**config.mk**
```make
export PLATFORM = sky130hd
export DESIGN_NAME = ro_frequency_monitor
export DESIGN_NICKNAME = d
export VERILOG_FILES = /design/src/rtl/ro_monitor_pkg.sv /design/src/rtl/ro_edge_counter.sv /design/src/rtl/ro_frequency_monitor.sv
export SDC_FILE = /design/constraint.sdc
export NUM_CORES = 1
export LEC_CHECK = 0
export BUFFER_PORTS_ARGS = -buffer_cell sky130_fd_sc_hd__buf_2
export CAP_MARGIN = 15
export CORE_MARGIN = 4
export CORE_UTILIZATION = 30
export DETAILED_ROUTE_END_ITERATION = 10
export PLACE_DENSITY_LB_ADDON = 0.15
export SKIP_LAST_GASP = 1
export SYNTH_ARGS = -nofsm -noshare
export SYNTH_HDL_FRONTEND = slang
export SYNTH_SLANG_ARGS = --single-unit
```
**constraint.sdc**
```tcl
create_clock -name clk -period 2.5 [get_ports clk]
set_input_delay 0.375 -clock clk [delete_from_list [all_inputs] [get_ports clk]]
set_output_delay 0.375 -clock clk [all_outputs]
set_load 0.02 [all_outputs]
```
**src/rtl/ro_monitor_pkg.sv**
```systemverilog
// Shared types and default limits for the ring-oscillator frequency monitor.
// The clock-select logic at the top level reuses these defaults.
package ro_monitor_pkg;

  typedef enum logic [1:0] {
    ST_IDLE  = 2'd0,
    ST_COUNT = 2'd1,
    ST_EVAL  = 2'd2
  } state_e;

  localparam int DEF_WINDOW       = 1024;
  localparam int DEF_CNT_W        = 16;
  localparam int DEF_MIN_EDGES    = 100;
  localparam int DEF_MAX_EDGES    = 400;
  localparam int DEF_FAIL_CONFIRM = 2;

endpackage

```
**src/rtl/ro_edge_counter.sv**
```systemverilog
// Rising-edge detector plus saturating edge counter with synchronous clear.
// The detector register always runs, so no false edge appears when counting starts.
module ro_edge_counter #(
  parameter int CNT_W = 16
) (
  input  logic             clk,
  input  logic             rst,
  input  logic             ro_i,
  input  logic             clear_i,
  output logic [CNT_W-1:0] cnt_next_o
);

  logic             ro_q;
  logic             rise;
  logic [CNT_W-1:0] cnt_q;
  logic [CNT_W-1:0] cnt_d;

  assign rise = ro_i & ~ro_q;

  // The counter pins at all-ones instead of wrapping back to zero.
  always_comb begin
    cnt_d = cnt_q;
    if (clear_i) begin
      cnt_d = '0;
    end else if (rise && (cnt_q != {CNT_W{1'b1}})) begin
      cnt_d = cnt_q + CNT_W'(1);
    end
  end

  always_ff @(posedge clk or negedge rst) begin
    if (!rst) begin
      ro_q  <= 1'b0;
      cnt_q <= '0;
    end else begin
      ro_q  <= ro_i;
      cnt_q <= cnt_d;
    end
  end

  // The next value already includes an edge seen on the final gate cycle.
  assign cnt_next_o = cnt_d;

endmodule

```
**src/rtl/ro_frequency_monitor.sv**
```systemverilog
// Counts ring-oscillator rising edges over a fixed gate window and raises a
// debounced fail flag when the count stays outside the allowed range.
module ro_frequency_monitor
  import ro_monitor_pkg::*;
#(
  parameter int WINDOW       = DEF_WINDOW,
  parameter int CNT_W        = DEF_CNT_W,
  parameter int MIN_EDGES    = DEF_MIN_EDGES,
  parameter int MAX_EDGES    = DEF_MAX_EDGES,
  parameter int FAIL_CONFIRM = DEF_FAIL_CONFIRM
) (
  input  logic             clk,
  input  logic             rst,
  input  logic             noise_less_ro,
  input  logic             enable,
  output logic [CNT_W-1:0] edge_count,
  output logic             count_valid,
  output logic             too_slow,
  output logic             too_fast,
  output logic             fail
);

  localparam int WIN_W = $clog2(WINDOW);
  localparam int SW    = $clog2(FAIL_CONFIRM + 1);
  localparam logic [WIN_W-1:0] WIN_LAST = WIN_W'(WINDOW - 1);
  localparam logic [SW:0]      CONFIRM  = (SW + 1)'(FAIL_CONFIRM);

  state_e           state_q, state_d;
  logic [WIN_W-1:0] win_q, win_d;
  logic [CNT_W-1:0] edge_count_q, edge_count_d;
  logic             count_valid_q, count_valid_d;
  logic             too_slow_q, too_slow_d;
  logic             too_fast_q, too_fast_d;
  logic             fail_q, fail_d;
  logic [SW-1:0]    bad_q, bad_d;
  logic [SW-1:0]    good_q, good_d;

  logic [CNT_W-1:0] final_cnt;
  logic             slow, fast;
  logic [SW:0]      bad_inc, good_inc;

  // Anything outside COUNT clears the counter, so EVAL-cycle edges never count.
  ro_edge_counter #(
    .CNT_W(CNT_W)
  ) u_edge_counter (
    .clk       (clk),
    .rst       (rst),
    .ro_i      (noise_less_ro),
    .clear_i   (state_q != ST_COUNT),
    .cnt_next_o(final_cnt)
  );

  assign slow     = final_cnt < CNT_W'(MIN_EDGES);
  assign fast     = final_cnt > CNT_W'(MAX_EDGES);
  assign bad_inc  = {1'b0, bad_q} + (SW + 1)'(1);
  assign good_inc = {1'b0, good_q} + (SW + 1)'(1);

  always_comb begin
    state_d       = state_q;
    win_d         = win_q;
    edge_count_d  = edge_count_q;
    count_valid_d = 1'b0;
    too_slow_d    = too_slow_q;
    too_fast_d    = too_fast_q;
    fail_d        = fail_q;
    bad_d         = bad_q;
    good_d        = good_q;

    case (state_q)
      ST_IDLE: begin
        win_d = '0;
        if (enable) state_d = ST_COUNT;
      end
      ST_COUNT: begin
        if (!enable) begin
          state_d = ST_IDLE;
          win_d   = '0;
        end else if (win_q == WIN_LAST) begin
          state_d       = ST_EVAL;
          win_d         = '0;
          edge_count_d  = final_cnt;
          count_valid_d = 1'b1;
          too_slow_d    = slow;
          too_fast_d    = fast;
          // Streaks saturate at the confirm depth; fail only moves once a streak completes.
          if (slow || fast) begin
            good_d = '0;
            if (bad_inc >= CONFIRM) begin
              bad_d  = CONFIRM[SW-1:0];
              fail_d = 1'b1;
            end else begin
              bad_d = bad_inc[SW-1:0];
            end
          end else begin
            bad_d = '0;
            if (good_inc >= CONFIRM) begin
              good_d = CONFIRM[SW-1:0];
              fail_d = 1'b0;
            end else begin
              good_d = good_inc[SW-1:0];
            end
          end
        end else begin
          win_d = win_q + WIN_W'(1);
        end
      end
      ST_EVAL: begin
        win_d   = '0;
        state_d = enable ? ST_COUNT : ST_IDLE;
      end
      default: begin
        win_d   = '0;
        state_d = ST_IDLE;
      end
    endcase
  end

  always_ff @(posedge clk or negedge rst) begin
    if (!rst) begin
      state_q       <= ST_IDLE;
      win_q         <= '0;
      edge_count_q  <= '0;
      count_valid_q <= 1'b0;
      too_slow_q    <= 1'b0;
      too_fast_q    <= 1'b0;
      fail_q        <= 1'b0;
      bad_q         <= '0;
      good_q        <= '0;
    end else begin
      state_q       <= state_d;
      win_q         <= win_d;
      edge_count_q  <= edge_count_d;
      count_valid_q <= count_valid_d;
      too_slow_q    <= too_slow_d;
      too_fast_q    <= too_fast_d;
      fail_q        <= fail_d;
      bad_q         <= bad_d;
      good_q        <= good_d;
    end
  end

  assign edge_count  = edge_count_q;
  assign count_valid = count_valid_q;
  assign too_slow    = too_slow_q;
  assign too_fast    = too_fast_q;
  assign fail        = fail_q;

endmodule

```
==> impl_metrics.tcl <==
set metrics [dict create \
    netlist.top_cell.by_area "dfrtp_1" \
    startpoint_type "flop" \
    synthFlopType "dfrtp_1" \
    syn2layout_area_growth_pct 30.71 \
    ir_worst_vdd_v 0.0002287 \
    critPathBufInv 1 \
    dpl-instance-area_um2 3114 \
    yosys_warnings 0 \
    p_switching_w 0.0003754 \
    pre_cts_slack_ps -19.14 \
    netlist_area_um2 2555 \
    maxCapViolCount 0 \
    antenna_found_initial 0 \
    core-area_um2 8258 \
    io-pin-count 24 \
    arrival_ps 2770 \
    async_flop_share 1.000 \
    grt_pass1_vias 2074 \
    worst_skew_pair.late_latency_ps 310 \
    hold_viol 0 \
    cts_sinks 53 \
    yosysTopAreaCellShare 0.5191 \
    grt_pass1_wl_um 10850 \
    status "finished with violations" \
    synth_seq_cells 53 \
    synth_edf_count 0 \
    post-dp-hpwl_um 4834 \
    synth.avg_cell_area_um2 9.533 \
    syn_inst 268 \
    slowest_delay_ps 580 \
    crit_path_max_fanout 5 \
    seqCellArea_um2 1328 \
    cts_hold_buf 0 \
    critPathSlowestCell "or4_4" \
    cts_buffers 5 \
    hp-class "input port to async pin" \
    finalClockSkew_ps 14.11 \
    cts_tree "built" \
    grt_usage 0.1376 \
    powerDensity_nw_per_um2 474.1 \
    avgRoutedWirePerCell_um 14.53 \
    ant_nets 0 \
    dieArea_um2 10060 \
    num_vias 2149 \
    place_congestion 0.8407 \
    clk_pin_slew_worst_paths_ps 110 \
    finalCritPeriodShare 1.003 \
    place_inst 433 \
    reg2reg_slack_ps -7 \
    relSlewSlack 0.4315 \
    htree_levels 2 \
    grt_max_degree 39 \
    synthTopCellsByArea "dfrtp_1 52%, nand2_1 7.2%, nor2_1 4.0%, xnor2_1 3.4%, nand3_1 2.7%" \
    path_cells "nand4_1 -> or4_4 -> a2111oi_4 -> a311oi_2 -> o311a_4 -> nor4_4 -> buf_4 -> a22o_1" \
    required_ps 2760 \
    synth.distinct_cells 49 \
    die_height_um 100.3 \
    drc_errors 0 \
    post-route-min-period_ps 2507 \
    clock_path_buffers 2 \
    first_iter_violations 96 \
    vias_per_cell 4.808 \
    synth_nets 274 \
    p_clk_frac 0.379 \
    synth_most_common_cell "dfrtp_1" \
    antenna_cells 0 \
    multi_input_area_um2 1232 \
    power_switching_share 0.2371 \
    drive_gt1_frac 0.3041 \
    p_int_w 0.001208 \
    worstMarginPinSlew_ps 852.7 \
    drv_slew 0 \
    synth_common_cells "53 x dfrtp_1, 49 x nand2_1, 27 x nor2_1, 14 x nand3_1, 14 x o21ai_0" \
    rsz0062_at_grt "true" \
    rows 33 \
    crit_family "simple AND/OR/NAND/NOR gates" \
    ys_seq_area_frac 0.5191 \
    final_area_um2 3339 \
    p_leak_nw 1.648 \
    crit_path_end_kind "flop" \
    routed_wl_um 6493 \
    post-route-util 0.4044 \
    fin_cells 447 \
    violations "setup timing" \
    fillCellCount 872 \
    fmax_mhz 398.9 \
    final_nets 347 \
    pwr-share-seq 0.551 \
    worst_slack_ps -6.715 \
    dieWidth_um 100.3 \
    cts-root-buf "clkbuf_8" \
    initial_core_util 0.3094 \
    setup_viol 4 \
    crit_type "flop to flop" \
    p_comb_frac 0.070 \
    grt_remaining_overflow 0 \
    io_buffer_count 23 \
    drtPass1Iterations 4 \
]
## final timing paths
kind / from / end / cells after the start
max: u_edge_counter.cnt_q[15] / good_q[0] / 8
min reg2reg: edge_count[3] / edge_count[3] / 2
min: rst / state_q[1] / 1
max reg2reg: u_edge_counter.cnt_q[15] / good_q[0] / 8
max in group asynchronous: rst / u_edge_counter.cnt_q[7] / 2
min in group clk: noise_less_ro / u_edge_counter.ro_q / 1
## flip-flops by register name, indices dropped and copies added (netlist names)
name,cells
u_edge_counter.cnt_q,16
u_edge_counter.ro_q,1
win_q,10
bad_q,2
fail,1
too_slow,1
count_valid,1
good_q,2
edge_count,16
state_q,2
too_fast,1
## metrics by stage
step           hold slack [ps]  total power [W]  setup TNS, ps
2_1_floorplan            79.41        0.0009327              0
4_1_cts                  196.2         0.001603         -64.29
6_report                 167.3         0.001583         -16.28
3_3_place_gp             455.6        0.0009909              0
5_1_grt                  225.5         0.001658         -452.4
3_5_place_dp             456.7        0.0009914         -45.46
## layout make-up
| cell class | instances | area share |
|---|---|---|
| inverters | 8 | 0.008992 |
| clock buffers | 5 | 0.02061 |
| repair buffers | 75 | 0.1514 |
| clock inverters | 3 | 0.01311 |
| well taps | 105 | 0.03934 |
| flip-flops and latches | 53 | 0.3975 |
| multi-input cells | 198 | 0.3691 |
## cell families after synthesis
family / Yosys count / share of synthesized area
DFF: 53 / 0.5191
buffers and inverters: 17 / 0.02546
AOI/OAI and AO/OA: 47 / 0.1322
and+or+nand+nor: 134 / 0.2620
adders and majority gates: 2 / 0.009793
xor gates and xnor gates: 15 / 0.05142
## repair_timing
action,in CTS,in global routing
gates resized for setup,1,12
cloned,0,0
setup buffers,1,5
endpoints found under the setup margin,5,7
pin swaps,0,6
## cell usage in the layout (no fill, tap or decap), types with 2 or more instances in the layout
master    instances
dfrtp_1          52
buf_4            52
nand2_1          49
nor2_1           27
buf_2            23
nand3_1          13
o21ai_0          13
xnor2_1          10
nor3_1            9
inv_1             8
and3_1            7
xor2_1            5
o31ai_1           5
clkbuf_8          5
a21oi_1           4
nand4_1           3
nor2b_1           3
nor4_1            3
a21oi_2           3
or3_2             2
nand2b_1          2
or3_1             2
a21o_1            2
o21ai_1           2
nand3b_1          2
a311oi_2          2
## routing by layer
metal  track usage  part of all wire  vias to the layer above
met2        0.2095              0.45                       42
met4       0.04767             0.022                        0
li1              -                 -                     1090
met5             0                 0                        -
met3       0.02363             0.039                       10
met1        0.1972              0.49                     1007
## power by group through the flow
stage / sequential, W / combinational [W] / clock (W)
2_1_floorplan: 0.000890 / 0.0000430 / 0
4_1_cts: 0.000872 / 0.000107 / 0.000624
3_5_place_dp: 0.000889 / 0.000103 / 0
5_1_grt: 0.000874 / 0.000127 / 0.000657
6_report: 0.000872 / 0.000111 / 0.000600
3_3_place_gp: 0.000888 / 0.000103 / 0
(Power assumes the default switching activity.)
